==> config.mk <==
export PLATFORM = sky130hd
export DESIGN_NAME = fifo_sync_param_flat
export DESIGN_NICKNAME = d
export VERILOG_FILES = /design/src/rtl/fifo_pkg.sv /design/src/rtl/fifo_sync_param_if.sv /design/src/rtl/fifo_mem.sv /design/src/rtl/fifo_sync_param.sv /design/src/flat_wrapper.sv
export SDC_FILE = /design/constraint.sdc
export NUM_CORES = 1
export LEC_CHECK = 0
export BUFFER_PORTS_ARGS = -buffer_cell sky130_fd_sc_hd__buf_2
export CAP_MARGIN = 15
export CORE_MARGIN = 2
export CORE_UTILIZATION = 54
export DETAILED_ROUTE_END_ITERATION = 8
export GPL_TIMING_DRIVEN = 0
export PLACE_DENSITY = 0.75
export SYNTH_ARGS = -nofsm -noshare
export SYNTH_HDL_FRONTEND = slang
export SYNTH_SLANG_ARGS = --single-unit
==> constraint.sdc <==
create_clock -name clk -period 2.7 [get_ports clk]
set_input_delay 0.54 -clock clk [delete_from_list [all_inputs] [get_ports clk]]
set_output_delay 0.54 -clock clk [all_outputs]
set_load 0.05 [all_outputs]
==> src/rtl/fifo_pkg.sv <==
// fifo_pkg: shared defaults and count-width helper for the synchronous FIFO
package fifo_pkg;
  localparam int DEF_WIDTH = 8;
  localparam int DEF_DEPTH = 16;
  function automatic int cnt_width(input int depth);
    return $clog2(depth + 1);
  endfunction
endpackage

==> src/rtl/fifo_sync_param_if.sv <==
// fifo_sync_param_if: FIFO handshake/status bus
// master drives w_en/in_data/r_en; slave (the FIFO) drives out_data, rd_valid,
// full/empty/almost_full/almost_empty, count, overflow/underflow.
interface fifo_sync_param_if
  import fifo_pkg::*;
#(
  parameter int WIDTH = DEF_WIDTH,
  parameter int DEPTH = DEF_DEPTH
);
  localparam int CW = cnt_width(DEPTH);
  logic             w_en;
  logic [WIDTH-1:0] in_data;
  logic             r_en;
  logic [WIDTH-1:0] out_data;
  logic             rd_valid;
  logic             full;
  logic             empty;
  logic             almost_full;
  logic             almost_empty;
  logic [CW-1:0]    count;
  logic             overflow;
  logic             underflow;
  modport master (
    output w_en, in_data, r_en,
    input  out_data, rd_valid, full, empty, almost_full, almost_empty, count, overflow, underflow
  );
  modport slave (
    input  w_en, in_data, r_en,
    output out_data, rd_valid, full, empty, almost_full, almost_empty, count, overflow, underflow
  );
endinterface

==> src/rtl/fifo_mem.sv <==
// fifo_mem: WIDTH x DEPTH storage, one write port, one registered read port
// clk, rst_n (clears read register only), we/waddr/wdata, re/raddr, rdata.
module fifo_mem #(
  parameter int WIDTH = 8,
  parameter int DEPTH = 16
) (
  input  logic                     clk,
  input  logic                     rst_n,
  input  logic                     we,
  input  logic [$clog2(DEPTH)-1:0] waddr,
  input  logic [WIDTH-1:0]         wdata,
  input  logic                     re,
  input  logic [$clog2(DEPTH)-1:0] raddr,
  output logic [WIDTH-1:0]         rdata
);
  logic [WIDTH-1:0] mem [DEPTH];
  always_ff @(posedge clk)
    if (we) mem[waddr] <= wdata;
  always_ff @(posedge clk)
    if (!rst_n) rdata <= '0;
    else if (re) rdata <= mem[raddr];
endmodule

==> src/rtl/fifo_sync_param.sv <==
// fifo_sync_param: synchronous FIFO with registered count and status flags
// clk, rst_n (sync, active-low), bus (fifo_sync_param_if.slave).
// Define FIFO_SYNC_PARAM_ERR_EN to enable sticky overflow/underflow flags.
module fifo_sync_param
  import fifo_pkg::*;
#(
  parameter int WIDTH    = DEF_WIDTH,
  parameter int DEPTH    = DEF_DEPTH,
  parameter int AF_LEVEL = DEPTH - 2,
  parameter int AE_LEVEL = 2
) (
  input logic              clk,
  input logic              rst_n,
  fifo_sync_param_if.slave bus
);
  localparam int AW = $clog2(DEPTH);
  localparam int CW = cnt_width(DEPTH);
  logic [AW-1:0]    wptr, rptr;
  logic [CW-1:0]    cnt;
  logic [WIDTH-1:0] rdata;
  logic             wr, rd, rd_valid, full_i, empty_i;
  assign full_i  = cnt == CW'(DEPTH);
  assign empty_i = cnt == '0;
  // a concurrent read frees a slot at full; reading an empty FIFO never falls through
  assign wr = rst_n && bus.w_en && (!full_i || bus.r_en);
  assign rd = rst_n && bus.r_en && !empty_i;
  always_ff @(posedge clk)
    if (!rst_n) begin
      wptr     <= '0;
      rptr     <= '0;
      cnt      <= '0;
      rd_valid <= 1'b0;
    end else begin
      wptr     <= wptr + AW'(wr);
      rptr     <= rptr + AW'(rd);
      cnt      <= cnt + CW'(wr) - CW'(rd);
      rd_valid <= rd;
    end
  fifo_mem #(.WIDTH(WIDTH), .DEPTH(DEPTH)) u_mem (
    .clk  (clk),
    .rst_n(rst_n),
    .we   (wr),
    .waddr(wptr),
    .wdata(bus.in_data),
    .re   (rd),
    .raddr(rptr),
    .rdata(rdata)
  );
  assign bus.out_data     = rdata;
  assign bus.rd_valid     = rd_valid;
  assign bus.count        = cnt;
  assign bus.full         = full_i;
  assign bus.empty        = empty_i;
  assign bus.almost_full  = cnt >= CW'(AF_LEVEL);
  assign bus.almost_empty = cnt <= CW'(AE_LEVEL);
`ifdef FIFO_SYNC_PARAM_ERR_EN
  logic ovf, udf;
  always_ff @(posedge clk)
    if (!rst_n) begin
      ovf <= 1'b0;
      udf <= 1'b0;
    end else begin
      ovf <= ovf | (bus.w_en & full_i & ~bus.r_en);
      udf <= udf | (bus.r_en & empty_i);
    end
  assign bus.overflow  = ovf;
  assign bus.underflow = udf;
`else
  assign bus.overflow  = 1'b0;
  assign bus.underflow = 1'b0;
`endif
endmodule
==> src/flat_wrapper.sv <==
// flat-port wrapper written by rule: the top's interface ports become plain ports
module fifo_sync_param_flat import fifo_pkg::*;
#(
  parameter int WIDTH    = DEF_WIDTH,
  parameter int DEPTH    = DEF_DEPTH,
  parameter int AF_LEVEL = DEPTH - 2,
  parameter int AE_LEVEL = 2
)
  (clk, rst_n, bus_w_en, bus_in_data, bus_r_en, bus_out_data, bus_rd_valid, bus_full, bus_empty, bus_almost_full, bus_almost_empty, bus_count, bus_overflow, bus_underflow);
  fifo_sync_param_if #(.WIDTH(WIDTH), .DEPTH(DEPTH)) bus_i ();
  input logic clk;
  input logic rst_n;
  input wire logic [$bits(bus_i.w_en)-1:0] bus_w_en;
  input wire logic [$bits(bus_i.in_data)-1:0] bus_in_data;
  input wire logic [$bits(bus_i.r_en)-1:0] bus_r_en;
  output wire logic [$bits(bus_i.out_data)-1:0] bus_out_data;
  output wire logic [$bits(bus_i.rd_valid)-1:0] bus_rd_valid;
  output wire logic [$bits(bus_i.full)-1:0] bus_full;
  output wire logic [$bits(bus_i.empty)-1:0] bus_empty;
  output wire logic [$bits(bus_i.almost_full)-1:0] bus_almost_full;
  output wire logic [$bits(bus_i.almost_empty)-1:0] bus_almost_empty;
  output wire logic [$bits(bus_i.count)-1:0] bus_count;
  output wire logic [$bits(bus_i.overflow)-1:0] bus_overflow;
  output wire logic [$bits(bus_i.underflow)-1:0] bus_underflow;
  assign bus_i.w_en = bus_w_en;
  assign bus_i.in_data = bus_in_data;
  assign bus_i.r_en = bus_r_en;
  assign bus_out_data = bus_i.out_data;
  assign bus_rd_valid = bus_i.rd_valid;
  assign bus_full = bus_i.full;
  assign bus_empty = bus_i.empty;
  assign bus_almost_full = bus_i.almost_full;
  assign bus_almost_empty = bus_i.almost_empty;
  assign bus_count = bus_i.count;
  assign bus_overflow = bus_i.overflow;
  assign bus_underflow = bus_i.underflow;
  fifo_sync_param #(.WIDTH(WIDTH), .DEPTH(DEPTH), .AF_LEVEL(AF_LEVEL), .AE_LEVEL(AE_LEVEL)) u_core (.clk(clk), .rst_n(rst_n), .bus(bus_i));
endmodule
== After elaboration in Yosys (flattened, before gate mapping) ==
Memories as Yosys holds them, arrays and structs flattened. A register that Yosys moved wholly into a read port is not among the register bits.
Cells that the tools add are included.

* Add/subtract/negate cells: 4
* $lt $le $gt $ge: 2
* Eq/ne operators: 1
* Muxes and demuxes: 2
* Reduce and logical (&&, ||, !) cells: 9

{| class="wikitable"
|+ Operators with widths
! operator !! number
|-
| 4-bit by 1-bit adder with 4-bit output || 2
|-
| 5-bit by 1-bit adder with 5-bit output || 1
|-
| 5-bit equality test (second input constant) || 1
|-
| 5-bit by 4-bit >= comparator with 1-bit output (second input constant) || 1
|-
| 5-bit by 2-bit less-or-equal comparator with 1-bit output (second input constant) || 1
|-
| 5-bit zero test || 1
|-
| 5-bit by 1-bit subtractor with 5-bit output || 1
|-
| 1-bit logical AND || 4
|-
| 1-bit zero test || 3
|-
| 1-bit two-way mux || 2
|-
| 1-bit logical OR || 1
|}

* Flip-flop bits (word level): 14
* RAM bits: 128
* Bits of input ports: 12
* Output and inout bits: 20
* Word-level logic and storage cells: 23
* Memories: 1

{| class="wikitable"
|+ Memory list
! name !! words !! bits a word !! read ports !! clocked after memory_dff !! write ports !! RTL line !! RTL
|-
| u_core.u_mem.mem || 16 || 8 || 1 || 1 || 1 || fifo_mem.sv:16 || <nowiki>logic [WIDTH-1:0] mem [DEPTH];</nowiki>
|}

== Depth between registers and ports, before layout ==
Gate-level depths: netlist of the first run.

* Depth in word-level cells: 6
* Gate-level depth with buffers: 15
* Mapped depth without buffers: 14

== Hierarchy ==
From an unflattened synthesis of the first run, not the netlist that was laid out.

* Cell total of the unflattened synthesis: 405
* Area total of the unflattened synthesis: 6162.2 um^2

{| class="wikitable"
|+ By module, submodules not included
! module !! instances !! cells an instance !! area each (um^2)
|-
| fifo_mem || 1 || 318 || 5351.4
|-
| fifo_sync_param || 1 || 87 || 810.8
|}

== Worst setup path after synthesis of the first run ==
No wires, ideal clock.

* Path type: reg2reg
* From: register u_core.cnt[2] (netlist: u_core.bus.count[2])
* To: memory u_core.u_mem.mem[0][0] (enable)
* Setup time: 0.383 ns
* Data arrival time: 2.770 ns
* Setup slack: -0.453 ns
* Stages on the path, launching flop included: 7
* Path buffers: 0
* Period minus slack after synthesis: 3.153 ns
* Path through: dfxtp_1 -> inv_1 -> ha_1 -> and4bb_1 -> a21oi_2 -> or3b_1 -> nor3_1

* Word-level cells in the longest chain between the ends: 6

{| class="wikitable"
|+ RTL lines
! item !! RTL line !! RTL
|-
| start: declaration || fifo_sync_param.sv:19 || <nowiki>logic [CW-1:0] cnt;</nowiki>
|-
| start signal: assignment || fifo_sync_param.sv:36 || <nowiki>cnt <= cnt + CW'(wr) - CW'(rd);</nowiki>
|-
| 5-bit equality test || fifo_sync_param.sv:22 || <nowiki>assign full_i = cnt == CW'(DEPTH);</nowiki>
|-
| named net bus_full || flat_wrapper.sv:18 || <nowiki>output wire logic [$bits(bus_i.full)-1:0] bus_full;</nowiki>
|-
| 1-bit zero test || fifo_sync_param.sv:25 || <nowiki>assign wr = rst_n && bus.w_en && (!full_i || bus.r_en);</nowiki>
|-
| 1-bit logical OR || fifo_sync_param.sv:25 ||
|-
| 1-bit logical AND || fifo_sync_param.sv:25 ||
|-
| 1-bit two-way mux || fifo_mem.sv:18 || <nowiki>if (we) mem[waddr] <= wdata;</nowiki>
|-
| 1-bit two-way mux (not written as such) || fifo_mem.sv:18 ||
|-
| end: declaration || fifo_mem.sv:16 ||
|}

The timed path passes the listed nets, and every way through them passes these cells.

== Final worst setup path of the first run ==
* From: register u_core.cnt[2] (netlist: u_core.bus.count[2])
* To: register u_core.cnt[4] (netlist: u_core.bus.count[4])

* Word-level cells in the longest chain between the ends: 6
* Elaborated cells on any way between the ends: 9
* Classes of those cells: add/sub: 2; eq/ne: 1; reduce/logical: 6

{| class="wikitable"
|+ RTL lines
! item !! RTL line
|-
| 5-bit equality test || fifo_sync_param.sv:22
|-
| 1-bit zero test || fifo_sync_param.sv:25
|-
| 1-bit logical OR || fifo_sync_param.sv:25
|-
| 1-bit logical AND || fifo_sync_param.sv:25
|-
| 5-bit by 1-bit adder with 5-bit output || fifo_sync_param.sv:36
|-
| 5-bit by 1-bit subtractor with 5-bit output (*) || fifo_sync_param.sv:36
|}

Every way passes the cells marked *; elsewhere a longest branch is shown, timed or not.
A chain may end at the register's enable or synchronous reset.

==> impl_metrics.ini, run 1 <==
[status]
status = complete, no violations

[worst_setup_path]
endpoint_kind = flop
r2r_setup_slack_ns = 0.05
crit_path_cell_trace = inv_2 -> ha_2 -> or4b_4 -> nand3_4 -> buf_12 -> nand2_1 -> nand2_1 -> ha_2 -> inv_1 -> fa_2 -> o21bai_1 -> a21oi_1 -> xor2_1 -> and2_1
start_kind = flop
crit_fanout = 19
slowest_delay_ns = 0.48
crit_type = reg2reg
slowest_stage = or4b_4
crit_required_ns = 3.13
worst_ep_arrival_time_ns = 3.08

[drt]
drt_pre_antenna_iters = 5
drtIter0Drc = 315
viasPerCell = 5.89
drc = 0
final_antenna_net_count = 0
wl_per_cell_um = 22.2
drt_wl_total_um = 11700
route.vias.total = 3115

[sta]
hold_viol_final = 0
worst_slew_pin_slew_ns = 0.857
fin_setup_tns_ns = 0
finalSetupViolCount = 0
drv_slew = 0
rsz0062_at_grt = yes
timing.fmax_mhz = 377
finalCriticalPeriod_ns = 2.65
post-route-period-util_pct = 98.2
clock_skew_ns = 0.00758
relSlewSlack_pct = 42.7

[global_route]
use_met1_pct = 29.7
grtUsageTotal_pct = 21.7
antenna_found_initial = 0
gr-total-overflow = 0
top_usage_layer = met2
met2_usage_pct = 33.7
grt_max_degree = 20
grt_pass1_vias = 3162
gr-usage-met3_pct = 4.98
grt_pass1_wl_um = 17700

[synth]
synth_edf_count = 128
synthArstFlopShare_pct = 0
yosysTopAreaCellShare_pct = 63.4
synth.area.top_cells = edfxtp_1 63%, mux4_2 8.5%, dfxtp_1 7.3%
synth.distinct_cells = 42
synth-main-ff-cell = edfxtp_1
ys.warnings.count = 0
ys_seq_area_share_pct = 70.7
synth.largest_area_cell = edfxtp_1
synth_area_per_cell_um2 = 18.6
synth-seq-cells = 150
syn_inst = 326
syn-cell-area_mm2 = 0.00606

[pwr]
pwr-share-comb_pct = 17.7
power_frac_seq_pct = 44.8
switchingPower_mw = 1.63
p_clk_share_pct = 37.5
p_sw_share_pct = 27.2
internal-power_mw = 4.35
ir_drop_v = 0.000603
leakagePower_nw = 2.41
p_per_area_mw_per_mm2 = 850

[clock_network]
clk_pin_slew_worst_paths_ns = 0.06
cts_setup_buffers = 0
root_buffer = clkbuf_8
cts.sinks = 150
cts-buffers-inserted = 17
clockBufferDepth = 2
h-tree-depth = 4
insertion_delay_ns = 0.53
hold_buffers = 0
cts_tree = yes

[floorplanning]
initial_core_util_pct = 55.7
die_x_um = 110
rows = 38
die_h_um = 110
num_io_pins = 32
dieArea_mm2 = 0.0121
core_mm2 = 0.0109

[flow_run]
cap_viol_max_count = 0

[final_layout]
layout-drive-gt1-share_pct = 28.8
area_delta_synth_final_pct = 16.1
layout_common_cells = 128 x edfxtp_1, 31 x buf_2, 23 x mux4_2
layout_commonest_cell = edfxtp_1
nets = 402
final_cells = 529
diodes = 0

[worst_hold_path]
hp-class = in2reg

[placement]
hpwl_um = 7660
place_congestion = 0.815
port_buffers = 29
place_inst = 499
[synthesized netlist by cell type (5+ instances only)]
cell type,count
and2_1,11
o22ai_1,7
nand2_1,9
edfxtp_1,128
buf_4,6
a211oi_1,7
nor2_1,13
buf_6,5
mux4_1,9
ha_1,12
a31o_1,7
mux4_2,23
mux2i_1,7
inv_1,12
dfxtp_1,22
[area by class of cell]
cell class | instances | area, um2
buffer | 17 | 150
clock buffer | 19 | 422
clock inverter | 12 | 136
fill | 739 | 3850
inverter | 12 | 45.0
multi-input combinational | 147 | 1650
sequential | 150 | 4290
tap | 140 | 175
timing repair buffer | 32 | 165
[cells by family (layout without fill, tap and decap cells)]
group / after synthesis / after routing / synth area share (%)
multiplexers: 39 / 39 / 13.6
adder cells (fa/ha/maj): 13 / 13 / 2.81
flip-flops: 150 / 150 / 70.7
AND/OR/NAND/NOR: 54 / 54 / 4.75
other: 1 / 2 / 0.0618
XOR/XNOR: 7 / 7 / 1.01
AO/OA/AOI/OAI: 32 / 32 / 3.92
buffers and inverters: 30 / 92 / 3.20
[metal layers]
metal,wire (um),part of all wire (%)
met3,866,7.4
met5,0,0
met1,4800,41
met2,5810,50
met4,242,2.1
[repair_timing]
action / in CTS / in global routing
hold endpoints to repair: 0 / 0
resized for setup: 2 / 8
pin swaps: 0 / 1
setup endpoints to repair: 9 / 18
[per-stage QoR]
stage / util, % / instance area [um2] / hold WS, ns / setup WS, ns / total power [mW]
after floorplan: - / 6110 / 0.555 / 0.0163 / 3.53
after global placement: 59.1 / 6430 / 0.453 / -0.0929 / 3.76
after detailed placement: 59.3 / 6450 / 0.460 / -0.0805 / 3.79
after CTS: 64.3 / 7000 / 0.300 / -0.00929 / 6.00
after global routing: 64.6 / 7040 / 0.356 / -0.111 / 6.19
final: 64.6 / 7040 / 0.344 / 0.0476 / 5.98
[final timing paths]
kind                            to  cells past startpoint                  start
max            u_core.bus.count[4]                     14    u_core.bus.count[2]
min          u_core.u_mem.rdata[6]                      2                  rst_n
max reg2reg    u_core.bus.count[4]                     14    u_core.bus.count[2]
min reg2reg  u_core.u_mem.rdata[3]                      1  u_core.u_mem.rdata[3]
[registers in the layout, indices dropped and copies added (netlist names)]
signal	flops
u_core.u_mem.rdata	8
u_core.bus.count	5
u_core.rptr	4
u_core.wptr	4
u_core.u_mem.mem	128
u_core.bus.rd_valid	1
[power groups by stage]
stage	Clock (mW)	Sequential [mW]	Combinational (mW)
global placement	0	2.72	1.03
floorplan	0	2.93	0.600
CTS	2.26	2.68	1.06
global route	2.35	2.69	1.15
detailed placement	0	2.73	1.06
finish	2.24	2.68	1.06
[critical path: cells and delay by family, from the launching register on]
| family | cells | cell delay, ns |
|---|---|---|
| AO/OA/AOI/OAI | 2 | 0.23 |
| XOR/XNOR | 1 | 0.14 |
| adder cells (fa/ha/maj) | 3 | 0.68 |
| buffers and inverters | 3 | 0.27 |
| flip-flops | 1 | 0.35 |
| AND/OR/NAND/NOR | 5 | 0.86 |
No activity file was read; power rests on OpenSTA's default activity.
==> run 2, diff against run 1 <==
CORE_UTILIZATION = 40   (was 54)
PLACE_DENSITY = default   (was 0.75)
RECOVER_POWER = 25   (was default)
==> impl_metrics.ini, run 2 (same netlist as run 1, synthesis figures left out) <==
[drt]
wl_per_cell_um = 20.5
drc = 0
viasPerCell = 5.30
drt_wl_total_um = 11900
drtIter0Drc = 337
drt_pre_antenna_iters = 4
route.vias.total = 3088
final_antenna_net_count = 0

[global_route]
antenna_found_initial = 0
use_met1_pct = 22.4
grt_max_degree = 19
met2_usage_pct = 23.1
gr-usage-met3_pct = 4.19
top_usage_layer = met2
grtUsageTotal_pct = 15.7
grt_pass1_vias = 3068
grt_pass1_wl_um = 18200
gr-total-overflow = 0

[sta]
drv_slew = 0
fin_setup_tns_ns = -0.0544
hold_viol_final = 0
rsz0062_at_grt = yes
post-route-period-util_pct = 100
timing.fmax_mhz = 369
finalSetupViolCount = 8
clock_skew_ns = 0.00505
finalCriticalPeriod_ns = 2.71
relSlewSlack_pct = 39.0
finalWorstSetupSlack_ns = -0.00871
worst_slew_pin_slew_ns = 0.912

[status]
violations = negative setup slack
status = complete, but fails checks

[final_layout]
regArea_mm2 = 0.00429
layout_common_cells = 128 x edfxtp_1, 25 x buf_2, 23 x mux4_2
nets = 407
layout_commonest_cell = edfxtp_1
top_register = u_core.u_mem.mem
final_cells = 583
area_delta_synth_final_pct = 17.7
nFillCells = 1257
multi_input_area_mm2 = 0.00164
design_area_mm2 = 0.00713
layout-drive-gt1-share_pct = 28.1
diodes = 0
largest_reg_flops = 128

[floorplanning]
core_mm2 = 0.0150
die_h_um = 127
rows = 45
num_io_pins = 32
dieArea_mm2 = 0.0162
initial_core_util_pct = 40.3
die_x_um = 127

[placement]
place_inst = 547
place_area_mm2 = 0.00651
place_congestion = 0.758
port_buffers = 29
hpwl_um = 7950

[worst_setup_path]
slowest_delay_ns = 0.71
crit_required_ns = 2.74
crit_type = reg2reg
critPathBufInv = 1
crit_path_cell_trace = inv_4 -> ha_4 -> and4bb_1 -> a21oi_2 -> or3b_1 -> nor2_1
crit_family = simple AND/OR/NAND/NOR gates
crit_fanout = 8
start_kind = flop
slowest_stage = nor2_1
endpoint_kind = flop
worst_ep_arrival_time_ns = 2.75

[clock_network]
h-tree-depth = 4
cts_tree = yes
root_buffer = clkbuf_16
clockBufferDepth = 2
clk_pin_slew_worst_paths_ns = 0.06
hold_buffers = 0
cts.sinks = 150
cts-buffers-inserted = 17
insertion_delay_ns = 0.42

[pwr]
ir_drop_v = 0.000476
leakagePower_nw = 2.44
p_per_area_mw_per_mm2 = 851

[flow_run]
cap_viol_max_count = 0

[worst_hold_path]
hp-class = in2reg
## run 2: per-stage QoR
step	hold slack (ns)	power (mW)	worst slack [ns]	util (%)
after CTS	0.433	6.07	-0.120	47.1
after global routing	0.473	6.31	-0.155	47.5
final	0.458	6.07	-0.00871	47.5
after floorplan	0.555	3.53	0.0163	-
after global placement	0.454	3.76	-0.184	43.2
after detailed placement	0.462	3.78	-0.143	43.3
## run 2: layout make-up
cell class / count / share of cell area, %
Clock buffer: 18 / 6.02
Sequential cell: 150 / 60.2
Inverter: 12 / 0.702
Tap cell: 188 / 3.30
Clock inverter: 14 / 1.96
Multi-Input combinational cell: 147 / 23.0
Timing Repair Buffer: 37 / 2.79
Buffer: 17 / 2.03
## run 2: worst paths after layout
path | cells past startpoint | end | slack [ns] | start
max | 6 | u_core.u_mem.mem[3][5] | -0.009 | u_core.bus.count[2]
min | 3 | u_core.bus.rd_valid | 0.46 | bus_r_en
max reg2reg | 6 | u_core.u_mem.mem[3][5] | -0.009 | u_core.bus.count[2]
min reg2reg | 1 | u_core.u_mem.rdata[4] | 0.47 | u_core.u_mem.rdata[4]
## run 2: tightest hold or removal path, stage by stage
cell and delay [ns]:
buf_2 0.12, nand3_4 0.10, inv_1 0.07
## run 2: routing by layer
metal | wire length [um] | part of all wire (%)
met5 | 0 | 0
met2 | 5410 | 45
met3 | 777 | 6.5
met1 | 5500 | 46
met4 | 257 | 2.2
## run 2: power breakdown
| part | internal [mW] | switching, mW |
|---|---|---|
| combinational | 0.393 | 0.703 |
| clock | 1.42 | 0.865 |
| sequential | 2.61 | 0.0743 |
| total | 4.43 | 1.64 |
## run 2: timing repair
item	CTS	global route
pin swaps	0	4
endpoints found under the setup margin	25	29
resized for setup	2	6
buffers inserted	1	4
hold endpoints to repair	0	0
==> run 3, diff against run 2 <==
--- a/constraint.sdc
+++ b/constraint.sdc
@@ -3,2 +3,2 @@
 set_output_delay 0.54 -clock clk [all_outputs]
-set_load 0.05 [all_outputs]
+set_load 0.01 [all_outputs]
==> impl_metrics.ini, run 3 (same netlist as run 1, synthesis figures left out) <==
[status]
status = complete, no violations

[placement]
place_ws_ns = -0.309
place_congestion = 0.802
hpwl_um = 7800
place_area_mm2 = 0.00649
port_buffers = 29
place_inst = 548

[clock_network]
h-tree-depth = 4
root_buffer = clkbuf_16
clockBufferDepth = 2
insertion_delay_ns = 0.43
cts-buffers-inserted = 17
cts_tree = yes
cts.sinks = 150
clk_pin_slew_worst_paths_ns = 0.06

[pwr]
power_frac_seq_pct = 44.0
pwr-share-comb_pct = 13.3
p_per_area_mw_per_mm2 = 842
leakagePower_nw = 2.46
internal-power_mw = 4.64
ir_drop_v = 0.000456
p_sw_share_pct = 23.7
switchingPower_mw = 1.44
p_clk_share_pct = 42.7
finalPower_mw = 6.08

[floorplanning]
num_io_pins = 32
initial_core_util_pct = 40.3
die_x_um = 127
core_mm2 = 0.0150
die_h_um = 127
rows = 45
dieArea_mm2 = 0.0162

[sta]
fin_setup_tns_ns = 0
finalCriticalPeriod_ns = 2.51
worst_slew_pin_slew_ns = 0.861
post-route-period-util_pct = 93.1
relSlewSlack_pct = 42.4
finalSetupViolCount = 0
hold_viol_final = 0
rsz0062_at_grt = no
timing.fmax_mhz = 398
clock_skew_ns = 0.00912
holdWs_ns = 0.457
finalWorstSetupSlack_ns = 0.185
drv_slew = 0

[drt]
drt_pre_antenna_iters = 4
wl_per_cell_um = 20.4
drc = 0
final_antenna_net_count = 0
route.vias.total = 3063
viasPerCell = 5.24
drt_wl_total_um = 11900
drtIter0Drc = 250

[final_layout]
postLayoutCoreUtil_pct = 48.0
nets = 408
nFillCells = 1239
area_delta_synth_final_pct = 19.0
layout_common_cells = 128 x edfxtp_1, 25 x buf_2, 23 x mux4_2
design_area_mm2 = 0.00722
top_register = u_core.u_mem.mem
largest_reg_flops = 128
final_cells = 584
diodes = 0
layout-drive-gt1-share_pct = 29.0
layout_commonest_cell = edfxtp_1

[global_route]
antenna_found_initial = 0
gr-total-overflow = 0
grt_pass1_wl_um = 17900
grtUsageTotal_pct = 15.7
grt_pass1_vias = 3004
grt_max_degree = 19

[worst_setup_path]
crit_fanout = 4
slowest_delay_ns = 0.48
crit_type = reg2reg
r2r_setup_slack_ns = 0.19
crit_required_ns = 3.02
crit_path_cell_trace = inv_2 -> ha_4 -> or4b_4 -> nand3_4 -> nand2_1 -> nand2_1 -> ha_2 -> inv_2 -> fa_2 -> o21bai_1 -> a21oi_2 -> xor2_1 -> and2_1
endpoint_kind = flop
start_kind = flop
slowest_stage = or4b_4
worst_ep_arrival_time_ns = 2.84

[flow_run]
cap_viol_max_count = 0

[worst_hold_path]
hp-class = in2reg
[run 3: changes by cell type in the layout (fill, tap and decap cells not counted), sizes merged]
cell	previous run	this run
clkinv	11	5
inv	12	16
bufinv	3	5
clkinvlp	0	1
[run 3: worst max-delay path: cells and delay by family (launching register included)]
family,cells,cell delay [ns]
AND/OR/NAND/NOR,5,0.86
adder cells (fa/ha/maj),3,0.70
flip-flops,1,0.32
AO/OA/AOI/OAI,2,0.28
XOR/XNOR,1,0.13
buffers and inverters,2,0.12
[run 3: power by group through the flow]
stage | logic [mW] | registers, mW | clock network [mW]
2_1_floorplan | 0.476 | 2.73 | 0
3_3_place_gp | 0.731 | 2.72 | 0
3_5_place_dp | 0.742 | 2.72 | 0
4_1_cts | 0.750 | 2.67 | 2.64
5_1_grt | 0.895 | 2.69 | 2.73
6_report | 0.808 | 2.68 | 2.59
[run 3: cell type report]
type | instances | area [um2] | area share [%]
Buffer | 16 | 130 | 1.80
Clock buffer | 17 | 425 | 5.90
Clock inverter | 15 | 225 | 3.12
Inverter | 12 | 47.5 | 0.659
Multi-Input combinational cell | 147 | 1650 | 22.9
Sequential cell | 150 | 4290 | 59.4
Tap cell | 188 | 235 | 3.26
Timing Repair Buffer | 39 | 210 | 2.91
[run 3: layer usage]
layer  part of all wire [%]  wire length, um  vias to the layer above  track usage [%]
met5                      0                0                        -                0
met4                    2.1              255                        0             7.82
met3                    5.3              629                       16             3.89
met2                     47             5590                       78             23.6
met1                     46             5460                     1551             21.6
li1                       -                -                     1418                -
[run 3: path summary, 6_finish.rpt]
| path | startpoint | cells after the start | end |
|---|---|---|---|
| setup / recovery | u_core.bus.count[3] | 13 | u_core.bus.count[4] |
| hold / removal | rst_n | 3 | u_core.bus.rd_valid |
| setup reg to reg | u_core.bus.count[3] | 13 | u_core.bus.count[4] |
| hold reg to reg | u_core.u_mem.rdata[0] | 1 | u_core.u_mem.rdata[0] |
[run 3: repair_timing]
item	4_1_cts	5_1_grt
hold buffers	0	0
buffers inserted	1	5
resized for setup	5	14
endpoints found under the setup margin	33	77
gates cloned	0	0
pin swaps	0	6
